===== src/rtl/anti_theft_pkg.sv =====
// Shared types and constants for the anti-theft alarm controller and its seconds timer.
package anti_theft_pkg;

    localparam int unsigned TIME_W = 4;

    localparam logic [1:0] ARM_DELAY       = 2'd0;
    localparam logic [1:0] DRIVER_DELAY    = 2'd1;
    localparam logic [1:0] PASSENGER_DELAY = 2'd2;
    localparam logic [1:0] ALARM_ON        = 2'd3;

    typedef enum logic [2:0] {
        StArmed,
        StTriggered,
        StAlarm,
        StAlarmHold,
        StDisarmed,
        StWaitDoorOpen,
        StWaitDoorClose,
        StArming
    } state_e;

    // States whose exit is governed by the seconds timer.
    function automatic logic is_timed(input state_e s);
        return (s == StTriggered) || (s == StArming) || (s == StAlarmHold);
    endfunction

endpackage


===== src/rtl/seconds_timer.sv =====
// Whole-second down-counter: loads a seconds value on start and pulses done once it has elapsed.
module seconds_timer
    import anti_theft_pkg::*;
#(
    parameter int unsigned CLKS_PER_SEC = 50_000_000
) (
    input  logic              clk,
    input  logic              rst_n,
    input  logic              start,
    input  logic              cancel,
    input  logic [TIME_W-1:0] load_val,
    output logic              done
);

    localparam int unsigned   PW        = $clog2(CLKS_PER_SEC);
    localparam logic [PW-1:0] PRESC_MAX = PW'(CLKS_PER_SEC - 1);

    logic [PW-1:0]     presc_q, presc_d;
    logic [TIME_W-1:0] count_q, count_d;
    logic              active_q, active_d;
    logic              done_q, done_d;

    always_comb begin
        presc_d  = presc_q;
        count_d  = count_q;
        active_d = active_q;
        done_d   = 1'b0;
        if (cancel) begin
            // Cancel wins over a start arriving in the same cycle.
            active_d = 1'b0;
            presc_d  = '0;
            count_d  = '0;
        end else if (start) begin
            active_d = 1'b1;
            presc_d  = '0;
            count_d  = load_val;
        end else if (active_q) begin
            if (count_q == '0) begin
                done_d   = 1'b1;
                active_d = 1'b0;
            end else if (presc_q == PRESC_MAX) begin
                presc_d = '0;
                if (count_q == TIME_W'(1)) begin
                    done_d   = 1'b1;
                    active_d = 1'b0;
                    count_d  = '0;
                end else begin
                    count_d = count_q - TIME_W'(1);
                end
            end else begin
                presc_d = presc_q + PW'(1);
            end
        end
    end

    always_ff @(posedge clk or negedge rst_n) begin
        if (!rst_n) begin
            presc_q  <= '0;
            count_q  <= '0;
            active_q <= 1'b0;
            done_q   <= 1'b0;
        end else begin
            presc_q  <= presc_d;
            count_q  <= count_d;
            active_q <= active_d;
            done_q   <= done_d;
        end
    end

    assign done = done_q;

endmodule


===== src/rtl/theft_alarm_controller.sv =====
// Anti-theft sequencing FSM: arms, triggers, sounds and disarms the siren from ignition and doors,
// timing each phase with a parameter-store delay counted in whole seconds.
module theft_alarm_controller
    import anti_theft_pkg::*;
#(
    parameter int unsigned CLKS_PER_SEC = 50_000_000
) (
    input  logic              clk,
    input  logic              rst_n,
    input  logic              ignition,
    input  logic              driver_door,
    input  logic              passenger_door,
    input  logic              reprogram,
    input  logic [TIME_W-1:0] selected_time,
    output logic [1:0]        interval,
    output logic              siren,
    output logic              status_led
);

    localparam int unsigned   PW        = $clog2(CLKS_PER_SEC);
    localparam logic [PW-1:0] BLINK_MAX = PW'(CLKS_PER_SEC - 1);

    state_e        state_q, state_d;
    logic [1:0]    interval_q, interval_d, trig_sel;
    logic          siren_q, siren_d;
    logic          led_q, led_d;
    logic [PW-1:0] blink_q, blink_d;
    logic          start_q, start_d;
    logic          cancel, timer_done, any_door;

    assign any_door = driver_door || passenger_door;

    always_comb begin
        state_d  = state_q;
        trig_sel = DRIVER_DELAY;
        case (state_q)
            StArmed: begin
                if (driver_door) begin
                    state_d = StTriggered;
                end else if (passenger_door) begin
                    state_d  = StTriggered;
                    trig_sel = PASSENGER_DELAY;
                end
            end
            StTriggered:     if (timer_done) state_d = StAlarm;
            StAlarm:         if (!any_door) state_d = StAlarmHold;
            StAlarmHold:     if (any_door) state_d = StAlarm;
                             else if (timer_done) state_d = StArmed;
            StDisarmed:      if (!ignition) state_d = StWaitDoorOpen;
            StWaitDoorOpen:  if (driver_door) state_d = StWaitDoorClose;
            StWaitDoorClose: if (!driver_door) state_d = StArming;
            StArming:        if (any_door) state_d = StWaitDoorClose;
                             else if (timer_done) state_d = StArmed;
            default:         state_d = StArmed;
        endcase
        if (reprogram) state_d = StArmed;
        if (ignition)  state_d = StDisarmed;

        // Combinational cancel kills the timer on the very edge that leaves a timed state.
        cancel  = (state_d != state_q) && is_timed(state_q);
        start_d = (state_d != state_q) && is_timed(state_d);

        case (state_d)
            StTriggered:          interval_d = (state_q == StTriggered) ? interval_q : trig_sel;
            StAlarm, StAlarmHold: interval_d = ALARM_ON;
            default:              interval_d = ARM_DELAY;
        endcase

        siren_d = (state_d == StAlarm) || (state_d == StAlarmHold);

        blink_d = '0;
        led_d   = 1'b0;
        if (state_d == StArmed) begin
            if (state_q == StArmed) begin
                if (blink_q == BLINK_MAX) begin
                    led_d = ~led_q;
                end else begin
                    blink_d = blink_q + PW'(1);
                    led_d   = led_q;
                end
            end
        end else begin
            led_d = (state_d == StTriggered) || siren_d;
        end
    end

    always_ff @(posedge clk or negedge rst_n) begin
        if (!rst_n) begin
            state_q    <= StArmed;
            interval_q <= ARM_DELAY;
            siren_q    <= 1'b0;
            led_q      <= 1'b0;
            blink_q    <= '0;
            start_q    <= 1'b0;
        end else begin
            state_q    <= state_d;
            interval_q <= interval_d;
            siren_q    <= siren_d;
            led_q      <= led_d;
            blink_q    <= blink_d;
            start_q    <= start_d;
        end
    end

    seconds_timer #(
        .CLKS_PER_SEC(CLKS_PER_SEC)
    ) u_timer (
        .clk     (clk),
        .rst_n   (rst_n),
        .start   (start_q),
        .cancel  (cancel),
        .load_val(selected_time),
        .done    (timer_done)
    );

    assign interval   = interval_q;
    assign siren      = siren_q;
    assign status_led = led_q;

endmodule

===== config.mk =====
export PLATFORM = sky130hd
export DESIGN_NAME = theft_alarm_controller
export DESIGN_NICKNAME = d
export VERILOG_FILES = /design/src/rtl/anti_theft_pkg.sv /design/src/rtl/seconds_timer.sv /design/src/rtl/theft_alarm_controller.sv
export SDC_FILE = /design/constraint.sdc
export NUM_CORES = 1
export LEC_CHECK = 0
export CORE_UTILIZATION = 35
export DETAILED_ROUTE_END_ITERATION = 16
export PLACE_DENSITY = 0.59
export SYNTH_ARGS = -nofsm -noshare
export SYNTH_HDL_FRONTEND = slang
export SYNTH_SLANG_ARGS = --single-unit

===== constraint.sdc =====
create_clock -name clk -period 5.18 [get_ports clk]
set_clock_uncertainty 0.1 [all_clocks]
set_input_delay 1.036 -clock clk [delete_from_list [all_inputs] [get_ports clk]]
set_output_delay 1.036 -clock clk [all_outputs]
set_load 0.02 [all_outputs]

==> results of run 1 <==
worst max-delay path, cell delays in order:
cell	delay [ns]
clkdlybuf4s50_1	0.53
or4_1	0.47
a21oi_2	0.26
nor2_1	0.12
or3_1	0.75
mux2_1	0.45
layout make-up:
class,instances,share of cell area [%]
sequential,66,37.87
multi-input combinational,316,47.62
inverter,17,1.463
timing repair buffer,19,3.901
clock buffer,9,2.840
tap,140,4.016
clock inverter,7,2.295
metal layers:
layer / share of wire, % / vias to the layer above / track usage [%]
li1: - / 1592 / -
met1: 49 / 1653 / 23.17
met2: 47 / 71 / 27.47
met3: 3.6 / 11 / 3.465
met4: 1.2 / 0 / 5.382
met5: 0 / - / 0
cells in the final DEF, fill, tap and decap left out, types with 7 or more instances in the layout:
| cell | instances |
|---|---|
| xnor2_1 | 21 |
| a21oi_1 | 11 |
| nor4_1 | 11 |
| clkbuf_8 | 9 |
| nand2b_1 | 7 |
| clkdlybuf4s50_1 | 12 |
| inv_1 | 17 |
| mux2i_1 | 8 |
| nand4_1 | 19 |
| nor3_1 | 12 |
| a32oi_1 | 15 |
| dfrtp_1 | 66 |
| nand3_1 | 30 |
| nand2_1 | 28 |
| nor2_1 | 41 |
cells by family after synthesis:
group / Yosys count
adders and majority gates: 4
and+or+nand+nor: 199
DFF: 66
muxes: 10
AOI/OAI and AO/OA: 76
buffers and inverters: 37
xor gates and xnor gates: 27
registers in the layout, indices dropped and copies added, names as in the netlist:
| name | count |
|---|---|
| blink_q | 26 |
| u_timer.presc_q | 26 |
| u_timer.count_q | 4 |
| state_q | 3 |
| interval | 2 |
| siren | 1 |
| start_q | 1 |
| status_led | 1 |
| u_timer.active_q | 1 |
| u_timer.done | 1 |
power breakdown:
group | total, W | leakage [nW] | internal, W | switching [W]
clock network | 0.000494 | 0.114 | 0.000275 | 0.000219
registers | 0.000625 | 0.893 | 0.000563 | 0.0000621
logic | 0.000264 | 0.627 | 0.000114 | 0.000150
metrics by stage:
stage | area [um^2] | power, W | cells | hold WS, ns | setup slack (ns)
2_1_floorplan | 3875 | 0.0008122 | 419 | 0.3644 | 2.291
3_3_place_gp | 4138 | 0.0008912 | 558 | 0.3830 | 1.421
3_5_place_dp | 4138 | 0.0008999 | 558 | 0.3918 | 1.367
4_1_cts | 4362 | 0.001401 | 574 | 0.4031 | 1.724
5_1_grt | 4362 | 0.001464 | 574 | 0.4169 | 1.562
6_report | 4362 | 0.001384 | 574 | 0.3976 | 1.690
cells in the mapped netlist, types with 4 or more instances:
cell type,count,share of area (%)
inv_1,17,1.6
or4b_1,4,1.0
or3_1,6,0.97
nor4_1,11,1.8
ha_1,4,1.3
nor2_1,41,4.0
nor4b_1,4,0.90
buf_2,6,0.77
a31oi_1,5,0.81
nand3_1,30,3.9
a21oi_1,11,1.4
dfrtp_1,66,43
and4_1,5,1.1
o22ai_1,6,0.97
nand4_1,19,3.1
a32o_1,5,1.3
and3_1,5,0.81
clkbuf_1,14,1.4
xor2_1,6,1.4
a32oi_1,15,3.4
nand2_1,28,2.7
nand2b_1,7,1.1
xnor2_1,21,4.7
nor3_1,12,1.5
o21ai_0,6,0.77
mux2i_1,8,2.1
and2_1,6,0.97
worst min path at each step:
stage                              from                  end  slack [ns]  cells past startpoint
finish              u_timer.presc_q[24]  u_timer.presc_q[24]        0.40                      1
global route        u_timer.presc_q[24]  u_timer.presc_q[24]        0.42                      1
CTS                 u_timer.presc_q[24]  u_timer.presc_q[24]        0.40                      1
detailed placement  u_timer.presc_q[24]  u_timer.presc_q[24]        0.39                      1
global placement    u_timer.presc_q[24]  u_timer.presc_q[24]        0.38                      1
floorplan           u_timer.presc_q[23]  u_timer.presc_q[23]        0.36                      1
==> run_results.csv, run 1 <==
group,metric,value,unit
status,status,"complete, no violations",
final_layout,regArea,0.001652,mm^2
route,initialDrtViolationCount,215,
route,avgRoutedWirePerCell,15.94,um
synth,synth_compound_area_share,14.76,%
critical_path,r2r_start,"state_q[1]",
pwr,power_density,317.2,mW/mm^2
critical_path,worst-setup-path-type,"input port to flip-flop",
floorplan,fp.dieH,107.2,um
worst_hold_path,hp-class,"flip-flop to flip-flop",
sta,rsz0062_at_grt,"no",
clock_network,cts_resized,0,
synth,synth_top_family_by_area,"simple AND/OR/NAND/NOR gates",
route,final_antenna_net_count,0,
sta,period_share,67.37,%
critical_path,crit_required,5.31,ns
critical_path,start_kind,"input port",
route,drt-pass1-iter-count,4,
final_layout,n_fill_cell,1051,
critical_path,ff2ff_setup_slack,2.31,ns
synth,synth_area,0.003875,mm^2
sta,relSlewSlack,25.75,%
place,io_buffers,13,
sta,min_period,3.490,ns
synth,syn-instance-count,419,
route,vias,3327,
synth,yosysWarnings,0,
critical_path,startpoint,"driver_door",
final_layout,drive_gt1_share,8.525,%
synth,async_flop_share,100.0,%
clock_network,cts_root_buf,"clkbuf_8",
clock_network,cts_made_buffers,9,
synth,synthSimpleGateAreaFrac,28.80,%
synth,syn_area_per_cell,9.248,um^2
grt,gr-total-overflow,0,
pwr,p_leak,1.634,nW
synth,ys_seq_area_share,42.62,%
synth,synth_fa_ha_area_share,1.292,%
final_layout,multi_input_area,0.002077,mm^2
synth,synth_edf_count,0,
place,place_congestion,0.8082,
route,drcViolationCount,0,
synth,ys_ff_latch,66,
critical_path,cp-endpoint,"status_led",
final_layout,diodes,0,
clock_network,htreeDepth,3,
synth,synth_xor_area_share,6.103,%
final_layout,syn2layout_area_growth,12.56,%
place,dpl.hpwl,6103,um
synth,synth.area.mux_share,2.648,%
floorplan,io_pins,14,
clock_network,clk_latency,0.35,ns
clock_network,clk_path_buf_depth,2,
final_layout,final_nets,443,
clock_network,cts.sink_count,66,
floorplan,coreArea,0.01079,mm^2
route,vias_per_cell,5.796,
critical_path,cp-end-kind,"flip-flop",
pwr,ir_drop,0.1246,mV
clock_network,cts_setup_buffers,0,
synth,synth_flop_cell,"dfrtp_1",
route,drt_wl_total,9151,um
final_layout,final_util,40.41,%
critical_path,crit_fanout,26,
grt,antenna_found_initial,0,
critical_path,cp.arrival,3.62,ns
clock_network,cts_tree,"built",
grt,track_usage,17.13,%
flow_run,cap_violations,0,
sta,fmax,286.6,MHz
grt,grt_max_degree,38,
clock_network,cts_hold_buf,0,
floorplan,dieArea,0.01150,mm^2
grt,first_global_vias,3256,
floorplan,placementRows,38,
synth,synthesis.nets,433,
clock_network,path_clk_slew,0.09,ns
floorplan,dieWidth,107.2,um
synth,yosysUniqueCellTypes,60,
floorplan,initial_core_util,35.90,%
sta,hold_viol_final,0,
sta,setup_tns,0,ns
sta,drv_slew,0,
sta,worst_slew_pin_slew,1.086,ns
critical_path,r2r-end,"status_led",
sta,setup_viol,0,
grt,grt_pass1_wl,15730,um
critical_path,rr_worst_depth,5,
Power figures use the tool's default switching activity.
==> run 2, diff against run 1 <==
==> constraint.sdc (replaced) <==
create_clock -name clk -period 3.55 [get_ports clk]
set_clock_uncertainty 0.1 [all_clocks]
set_input_delay 0.71 -clock clk [delete_from_list [all_inputs] [get_ports clk]]
set_output_delay 0.71 -clock clk [all_outputs]
set_load 0.02 [all_outputs]
==> run_results.csv, run 2 (synthesized netlist as in run 1, its figures left out) <==
group,metric,value,unit
critical_path,worstPathBufferInverterCount,1,
clock_network,cts_resized,0,
flow_run,cap_violations,0,
final_layout,drive_gt1_share,10.18,%
route,vias,3336,
clock_network,clk_latency,0.35,ns
critical_path,crit_required,3.68,ns
floorplan,dieArea,0.01150,mm^2
route,drcViolationCount,0,
critical_path,crit_slowest_cell,"clkdlybuf4s50_1",
route,drt_wl_total,9151,um
sta,setup_tns,0,ns
critical_path,cp_top_family,"compound AO/OA/AOI/OAI gates",
clock_network,htreeDepth,3,
sta,fmax,344.3,MHz
clock_network,clk_path_buf_depth,2,
grt,grt_pass1_wl,15800,um
sta,setup_ws,0.6454,ns
critical_path,cp-end-kind,"flip-flop",
clock_network,cts_root_buf,"clkbuf_8",
critical_path,crit_path_cell_trace,"clkdlybuf4s50_1 -> or2_2 -> a2111o_1 -> o21ai_2 -> nand3_1 -> o311ai_1",
sta,hold_viol_final,0,
clock_network,path_clk_slew,0.08,ns
grt,first_global_vias,3254,
final_layout,final_nets,452,
final_layout,final_util,41.28,%
status,status,"complete, no violations",
floorplan,io_pins,14,
final_layout,diodes,0,
place,dpl-instance-area,0.004205,mm^2
grt,gr-total-overflow,0,
sta,whs,0.3343,ns
grt,antenna_found_initial,0,
final_layout,final_common_cell,"dfrtp_1",
floorplan,coreArea,0.01079,mm^2
sta,period_share,81.82,%
sta,drv_slew,0,
grt,grt_max_degree,36,
clock_network,cts_tree,"built",
route,initialDrtViolationCount,218,
floorplan,placementRows,38,
clock_network,cts_made_buffers,9,
final_layout,reg_top3,"blink_q (26), u_timer.presc_q (26), u_timer.count_q (4)",
sta,rsz0062_at_grt,"no",
critical_path,rr_worst_depth,6,
clock_network,cts_hold_buf,0,
critical_path,crit_fanout,10,
route,drt-pass1-iter-count,5,
place,place_congestion,0.8275,
route,vias_per_cell,5.732,
grt,track_usage,17.29,%
sta,worst_slew_pin_slew,0.7910,ns
place,dp_slack,0.2963,ns
route,final_antenna_net_count,0,
floorplan,initial_core_util,35.90,%
place,io_buffers,13,
critical_path,worst-setup-path-type,"input port to flip-flop",
pwr,power_density,475.2,mW/mm^2
final_layout,final_cell_area,0.004456,mm^2
floorplan,dieWidth,107.2,um
critical_path,slowest_delay,0.52,ns
sta,setup_viol,0,
pwr,ir_drop,0.2750,mV
critical_path,start_kind,"input port",
clock_network,cts.sink_count,66,
final_layout,layout_common_cells,"dfrtp_1 (66), nor2_1 (41), nand3_1 (30)",
clock_network,cts_setup_buffers,0,
place,dpl.hpwl,6288,um
pwr,p_leak,1.690,nW
sta,min_period,2.905,ns
sta,relSlewSlack,46.83,%
worst_hold_path,hp-class,"input port to async pin",
final_layout,syn2layout_area_growth,14.98,%
route,avgRoutedWirePerCell,15.72,um
floorplan,fp.dieH,107.2,um
critical_path,cp.depth,6,
critical_path,cp.arrival,3.04,ns
==> run 2: cell types whose count changed in the layout (fill, tap and decap cells not counted), sizes merged <==
cell,change
clkbuf,+2
inv,-2
buf,+9
bufinv,+1
clkinv,-2
==> run 2: layout make-up <==
| cell class | count | area, um^2 |
|---|---|---|
| clock buffers | 11 | 151.4 |
| clock inverters | 4 | 98.84 |
| fillers | 1057 | 6337 |
| inverters | 17 | 63.81 |
| multi-input cells | 316 | 2077 |
| flip-flops and latches | 66 | 1652 |
| well taps | 140 | 175.2 |
| repair buffers | 28 | 237.7 |
==> run 2: power by group <==
| part | leakage, nW | internal (W) | total (W) | switching, W |
|---|---|---|---|---|
| Sequential | 0.893 | 0.000822 | 0.000912 | 0.0000893 |
| Combinational | 0.671 | 0.000175 | 0.000401 | 0.000226 |
| Clock | 0.126 | 0.000503 | 0.000804 | 0.000302 |
| Total | 1.69 | 0.00150 | 0.00212 | 0.000617 |
==> run 2: path summary, 6_finish.rpt <==
kind,start,endpoint,slack (ns)
min in group clk,u_timer.presc_q[23],u_timer.presc_q[23],0.39
worst max register to register,u_timer.presc_q[0],u_timer.presc_q[24],0.93
worst max-delay path,ignition,u_timer.presc_q[17],0.65
worst min-delay path,rst_n,blink_q[8],0.33
worst min register to register,u_timer.presc_q[23],u_timer.presc_q[23],0.39
max in group asynchronous,rst_n,u_timer.presc_q[23],2.25
==> run 2: through the flow <==
step	instances	total power, W
final	582	0.002117
after global routing	582	0.002233
after CTS	582	0.002141
after detailed placement	567	0.001328
after global placement	567	0.001311
after floorplan	419	0.001185
==> run 2: metal layers <==
layer / vias to the layer above / part of all wire (%) / global-route usage [%]
li1: 1608 / - / -
met1: 1644 / 48 / 23.76
met2: 75 / 47 / 27.10
met3: 9 / 3.9 / 3.465
met4: 0 / 0.96 / 5.773
met5: - / 0 / 0
==> run 2: worst reg2reg max path: stages, from the launching register on <==
cell     delay [ns]
dfrtp_1        0.45
ha_1           0.28
nand2_1        0.15
or4_4          0.57
or3_1          0.39
or4b_1         0.46
mux2i_1        0.13
==> run 3, diff against run 2 <==
==> constraint.sdc (replaced) <==
create_clock -name clk -period 3 [get_ports clk]
set_clock_uncertainty 0.1 [all_clocks]
set_input_delay 0.6 -clock clk [delete_from_list [all_inputs] [get_ports clk]]
set_output_delay 0.6 -clock clk [all_outputs]
set_load 0.02 [all_outputs]
==> run_results.csv, run 3 (synthesized netlist as in run 1, its figures left out) <==
group,metric,value,unit
critical_path,cp.arrival,2.80,ns
final_layout,instances_no_fill,592,
clock_network,cts_resized,0,
sta,setup_ws,0.3836,ns
place,place_congestion,0.8096,
clock_network,path_clk_slew,0.08,ns
final_layout,layout_common_cells,"dfrtp_1 (66), nor2_1 (41), nand3_1 (30)",
sta,relSlewSlack,60.33,%
grt,grt_pass1_wl,15530,um
final_layout,final_common_cell,"dfrtp_1",
grt,grtUsageMet3,3.161,%
critical_path,rr_worst_depth,6,
grt,gr-total-overflow,0,
sta,fmax,382.2,MHz
place,dp_slack,0.08485,ns
critical_path,start_kind,"flip-flop",
place,place_inst,576,
clock_network,cts_made_buffers,9,
final_layout,final_cell_area,0.004457,mm^2
sta,hold_viol_final,0,
place,dpl-instance-area,0.004285,mm^2
final_layout,final_nets,461,
sta,setup_tns,0,ns
final_layout,drive_gt1_share,11.95,%
final_layout,reg_top3,"blink_q (26), u_timer.presc_q (26), u_timer.count_q (4)",
floorplan,placementRows,38,
floorplan,fp.dieH,107.2,um
status,status,"complete, no violations",
clock_network,clk_latency,0.36,ns
place,dpl.hpwl,6361,um
floorplan,coreArea,0.01079,mm^2
clock_network,cts_hold_buf,0,
route,vias,3346,
grt,grt_max_degree,27,
route,drt_wl_total,9150,um
sta,period_share,87.21,%
final_layout,syn2layout_area_growth,15.01,%
clock_network,cts_tree,"built",
floorplan,dieArea,0.01150,mm^2
route,vias_per_cell,5.652,
route,drt-pass1-iter-count,4,
pwr,power_density,506.7,mW/mm^2
route,initialDrtViolationCount,245,
grt,grt.busiest_layer,"met2",
clock_network,htreeDepth,3,
sta,rsz0062_at_grt,"no",
sta,setup_viol,0,
sta,worst_slew_pin_slew,0.5950,ns
sta,drv_slew,0,
grt,met1_usage,23.12,%
grt,track_usage,17.29,%
sta,min_period,2.616,ns
floorplan,dieWidth,107.2,um
grt,first_global_vias,3130,
final_layout,n_fill_cell,1056,
clock_network,cts.sink_count,66,
clock_network,cts_root_buf,"clkbuf_8",
critical_path,worst-setup-path-type,"flip-flop to flip-flop",
sta,whs,0.1372,ns
final_layout,diodes,0,
route,avgRoutedWirePerCell,15.46,um
critical_path,crit_fanout,7,
place,io_buffers,13,
route,final_antenna_net_count,0,
clock_network,clk_path_buf_depth,2,
pwr,ir_drop,0.3111,mV
grt,antenna_found_initial,0,
critical_path,crit_required,3.19,ns
flow_run,cap_violations,0,
critical_path,cp-end-kind,"flip-flop",
floorplan,initial_core_util,35.90,%
worst_hold_path,hp-class,"input port to async pin",
clock_network,cts_setup_buffers,0,
grt,use_met2,27.97,%
floorplan,io_pins,14,
route,drcViolationCount,0,
pwr,p_leak,1.687,nW
-- run 3: critical path, stage by stage, from the launching register on --
cell,delay [ns]
dfrtp_1,0.46
ha_1,0.28
nand2_1,0.15
or4_4,0.57
or3_1,0.38
or4b_1,0.47
mux2i_1,0.13
-- run 3: per-layer routing --
| layer | wire (um) | vias to the layer above | share of wire (%) |
|---|---|---|---|
| li1 | - | 1631 | - |
| met4 | 105 | 0 | 1.1 |
| met1 | 4404 | 1653 | 48 |
| met5 | 0 | - | 0 |
| met2 | 4381 | 55 | 48 |
| met3 | 259 | 7 | 2.8 |
-- run 3: final timing paths --
path	from	endpoint	slack [ns]
worst max register to register	u_timer.presc_q[0]	u_timer.presc_q[24]	0.38
min in group clk	u_timer.presc_q[24]	u_timer.presc_q[24]	0.41
worst min register to register	u_timer.presc_q[24]	u_timer.presc_q[24]	0.41
worst min-delay path	rst_n	blink_q[8]	0.14
max in group asynchronous	rst_n	state_q[2]	1.91
worst max-delay path	u_timer.presc_q[0]	u_timer.presc_q[24]	0.38
-- run 3: metrics by stage --
step	utilization (%)	total power, W
2_1_floorplan	-	0.001402
3_3_place_gp	39.71	0.001576
3_5_place_dp	39.71	0.001591
4_1_cts	41.29	0.002275
5_1_grt	41.29	0.002381
6_report	41.29	0.002258
-- run 3: layout make-up --
class / instances / area, um^2 / share of cell area [%]
flip-flops and latches: 66 / 1652 / 37.06
clock buffers: 10 / 127.6 / 2.864
well taps: 140 / 175.2 / 3.930
repair buffers: 37 / 317.8 / 7.131
inverters: 17 / 63.81 / 1.432
multi-input cells: 316 / 2077 / 46.60
clock inverters: 6 / 43.79 / 0.9826
-- run 3: where the power goes --
part / total [W] / switching (W) / leakage [nW] / internal [W]
sequential: 0.00108 / 0.000109 / 0.893 / 0.000973
combinational: 0.000492 / 0.000269 / 0.719 / 0.000223
clock: 0.000685 / 0.000386 / 0.0745 / 0.000299
total: 0.00226 / 0.000763 / 1.69 / 0.00150
==> RTL edit: new RTL, config.mk and constraints of run 3 <==
Make the reset (`rst_n`) synchronous in 2 clocked blocks.
--- a/src/rtl/seconds_timer.sv
+++ b/src/rtl/seconds_timer.sv
@@ -55,3 +55,3 @@
 
-    always_ff @(posedge clk or negedge rst_n) begin
+    always_ff @(posedge clk) begin
         if (!rst_n) begin
--- a/src/rtl/theft_alarm_controller.sv
+++ b/src/rtl/theft_alarm_controller.sv
@@ -86,3 +86,3 @@
 
-    always_ff @(posedge clk or negedge rst_n) begin
+    always_ff @(posedge clk) begin
         if (!rst_n) begin
Function: differs if rst_n is asserted again (counterexample within 4 cycles, from zero or initial values and one cycle with rst_n low); with rst_n held inactive, the same outputs for 10 cycles.
==> RTL edit against run 3 <==
Fmax rose by 9.4%. Cell area down 17%. Setup slack better by 230 ps. Area after synthesis decreased by 15%. Routed wire length fell by 29%. Utilization decreased by 0.94 points. Sequential cell count unchanged.
Power is not compared: it rests on default switching activity, and its combinational part moved more than twofold at a synthesized area within 25%.
==> RTL edit: results (changes against run 3) <==
<table>
<tr><th>Metric</th><th>Value</th></tr>
<tr><th colspan="2">GRT</th></tr>
<tr><td>Routing usage on met1</td><td>18.7% (-4.4 points)</td></tr>
<tr><td>M3 GR Usage</td><td>3.23% (+0.072 points)</td></tr>
<tr><td>GRT Overall Usage</td><td>14.4% (-2.9 points)</td></tr>
<tr><td>First-pass GRT wire length</td><td>11300 um (-27%)</td></tr>
<tr><th colspan="2">Yosys</th></tr>
<tr><td>Post-synth top cells</td><td>sky130_fd_sc_hd__nor2_1, sky130_fd_sc_hd__dfxtp_1, sky130_fd_sc_hd__nand2_1</td></tr>
<tr><td>Cell types occupying the most area after synthesis</td><td>sky130_fd_sc_hd__dfxtp_1, sky130_fd_sc_hd__nor2_1, sky130_fd_sc_hd__xnor2_1, sky130_fd_sc_hd__xor2_1, sky130_fd_sc_hd__nand3_1</td></tr>
<tr><td>Share of synthesized area occupied by flip-flops and latches</td><td>40.0% (-2.7 points)</td></tr>
<tr><td>Most used flip-flop cell after synthesis</td><td>sky130_fd_sc_hd__dfxtp_1</td></tr>
<tr><td>Post-Syn Nets</td><td>404 (-6.7%)</td></tr>
<tr><th colspan="2">Worst hold path</th></tr>
<tr><td>Hold Path Class</td><td>reg -&gt; reg</td></tr>
<tr><th colspan="2">Clock network</th></tr>
<tr><td>Clk_lat worst skew</td><td>340 ps (-20 ps)</td></tr>
<tr><th colspan="2">STA</th></tr>
<tr><td>Slew Limit Headroom</td><td>62.8% (+2.5 points)</td></tr>
<tr><th colspan="2">Worst setup path</th></tr>
<tr><td>Origin of the critical flop-to-flop path</td><td>u_timer.count_q[0]</td></tr>
<tr><td>Cells on worst reg2reg path</td><td>7 (+1)</td></tr>
<tr><td>Reg-to-reg critical path endpoint</td><td>u_timer.presc_q[24]</td></tr>
<tr><th colspan="2">Finish</th></tr>
<tr><td>Proportion of layout cells with a drive suffix above 1</td><td>8.07% (-3.9 points)</td></tr>
<tr><td>Layout fillers</td><td>945 (-11%)</td></tr>
<tr><td>Final net count</td><td>420 (-8.9%)</td></tr>
<tr><th colspan="2">Placement</th></tr>
<tr><td>Routability cong.</td><td>0.826 (+2.0%)</td></tr>
<tr><td>Placed Cells</td><td>505 (-12%)</td></tr>
<tr><td>Post-detailed-placement half-perimeter wirelength</td><td>4720 um (-26%)</td></tr>
<tr><th colspan="2">Routing</th></tr>
<tr><td>DR iter-0 viols</td><td>112 (-54%)</td></tr>
<tr><td>Routed length per instance</td><td>12.5 um (-19%)</td></tr>
<tr><td>Overall routed net length</td><td>6500 um (-29%)</td></tr>
<tr><th colspan="2">Status</th></tr>
<tr><td>Outcome</td><td>finished clean</td></tr>
</table>
-- RTL edit: changes by cell type after synthesis, moves of 6 or more --
cell	before	now
sky130_fd_sc_hd__dfxtp_1	0	66
sky130_fd_sc_hd__nand3_1	30	24
sky130_fd_sc_hd__nor2_1	41	70
sky130_fd_sc_hd__inv_1	17	11
sky130_fd_sc_hd__nor4_1	11	3
sky130_fd_sc_hd__dfrtp_1	66	0
sky130_fd_sc_hd__a32oi_1	15	0
sky130_fd_sc_hd__clkbuf_1	14	3
sky130_fd_sc_hd__xor2_1	6	20
sky130_fd_sc_hd__and3_1	5	12
sky130_fd_sc_hd__o22ai_1	6	0
-- RTL edit: worst max-delay path, stage by stage --
cell	delay (ps)
sky130_fd_sc_hd__clkdlybuf4s50_1	540
sky130_fd_sc_hd__nor2_1	80
sky130_fd_sc_hd__a221oi_1	450
sky130_fd_sc_hd__nor2_2	140
sky130_fd_sc_hd__or3_1	380
sky130_fd_sc_hd__buf_4	230
sky130_fd_sc_hd__nor2_1	140
-- RTL edit: metal layers --
metal	vias to the layer above	wire [um]
li1	1399	-
met1	1237	3340
met2	29	2880
met3	8	169
met4	0	102
met5	-	0
-- RTL edit: kinds of logic (layout without fill, tap and decap cells) --
kind of cell | after synthesis | in the layout | synth area share [%]
AO/OA/AOI/OAI | 45 | 45 | 10.1
flip-flops | 66 | 66 | 40.0
buffers and inverters | 23 | 43 | 3.86
XOR/XNOR | 41 | 41 | 10.9
adder cells (fa/ha/maj) | 5 | 5 | 1.89
AND/OR/NAND/NOR | 205 | 205 | 32.1
multiplexers | 4 | 4 | 1.21
-- RTL edit: where the power goes --
group	switching (mW)	leakage, nW	internal [mW]	total (mW)
Sequential	0.00800	0.532	0.882	0.890
Combinational	0.0489	0.579	0.0387	0.0876
Clock	0.332	0.0941	0.399	0.731
-- RTL edit: worst max-delay path by stage --
stage | end | from
5_1_grt | blink_q[23] | driver_door
2_1_floorplan | u_timer.presc_q[24] | u_timer.count_q[0]
3_3_place_gp | blink_q[23] | driver_door
6_report | blink_q[14] | driver_door
3_5_place_dp | blink_q[23] | driver_door
4_1_cts | blink_q[23] | driver_door
-- RTL edit: layout make-up --
cell class                 count  area (um^2)  share of cell area [%]
tap                          111          139                    3.74
sequential                    66         1320                    35.6
inverter                      11         41.3                    1.11
timing repair buffer          17          160                    4.32
multi-input combinational    300         1860                    50.0
clock inverter                 5         55.1                    1.48
clock buffer                  10          138                    3.71
-- RTL edit: per-stage QoR --
step	area (um^2)	hold WS, ps	setup WS, ps	util, %
final	3710	372	609	40.4
after global routing	3710	405	526	40.4
after CTS	3710	375	627	40.4
after detailed placement	3520	357	254	38.3
after global placement	3520	348	352	38.3
after floorplan	3310	330	843	-
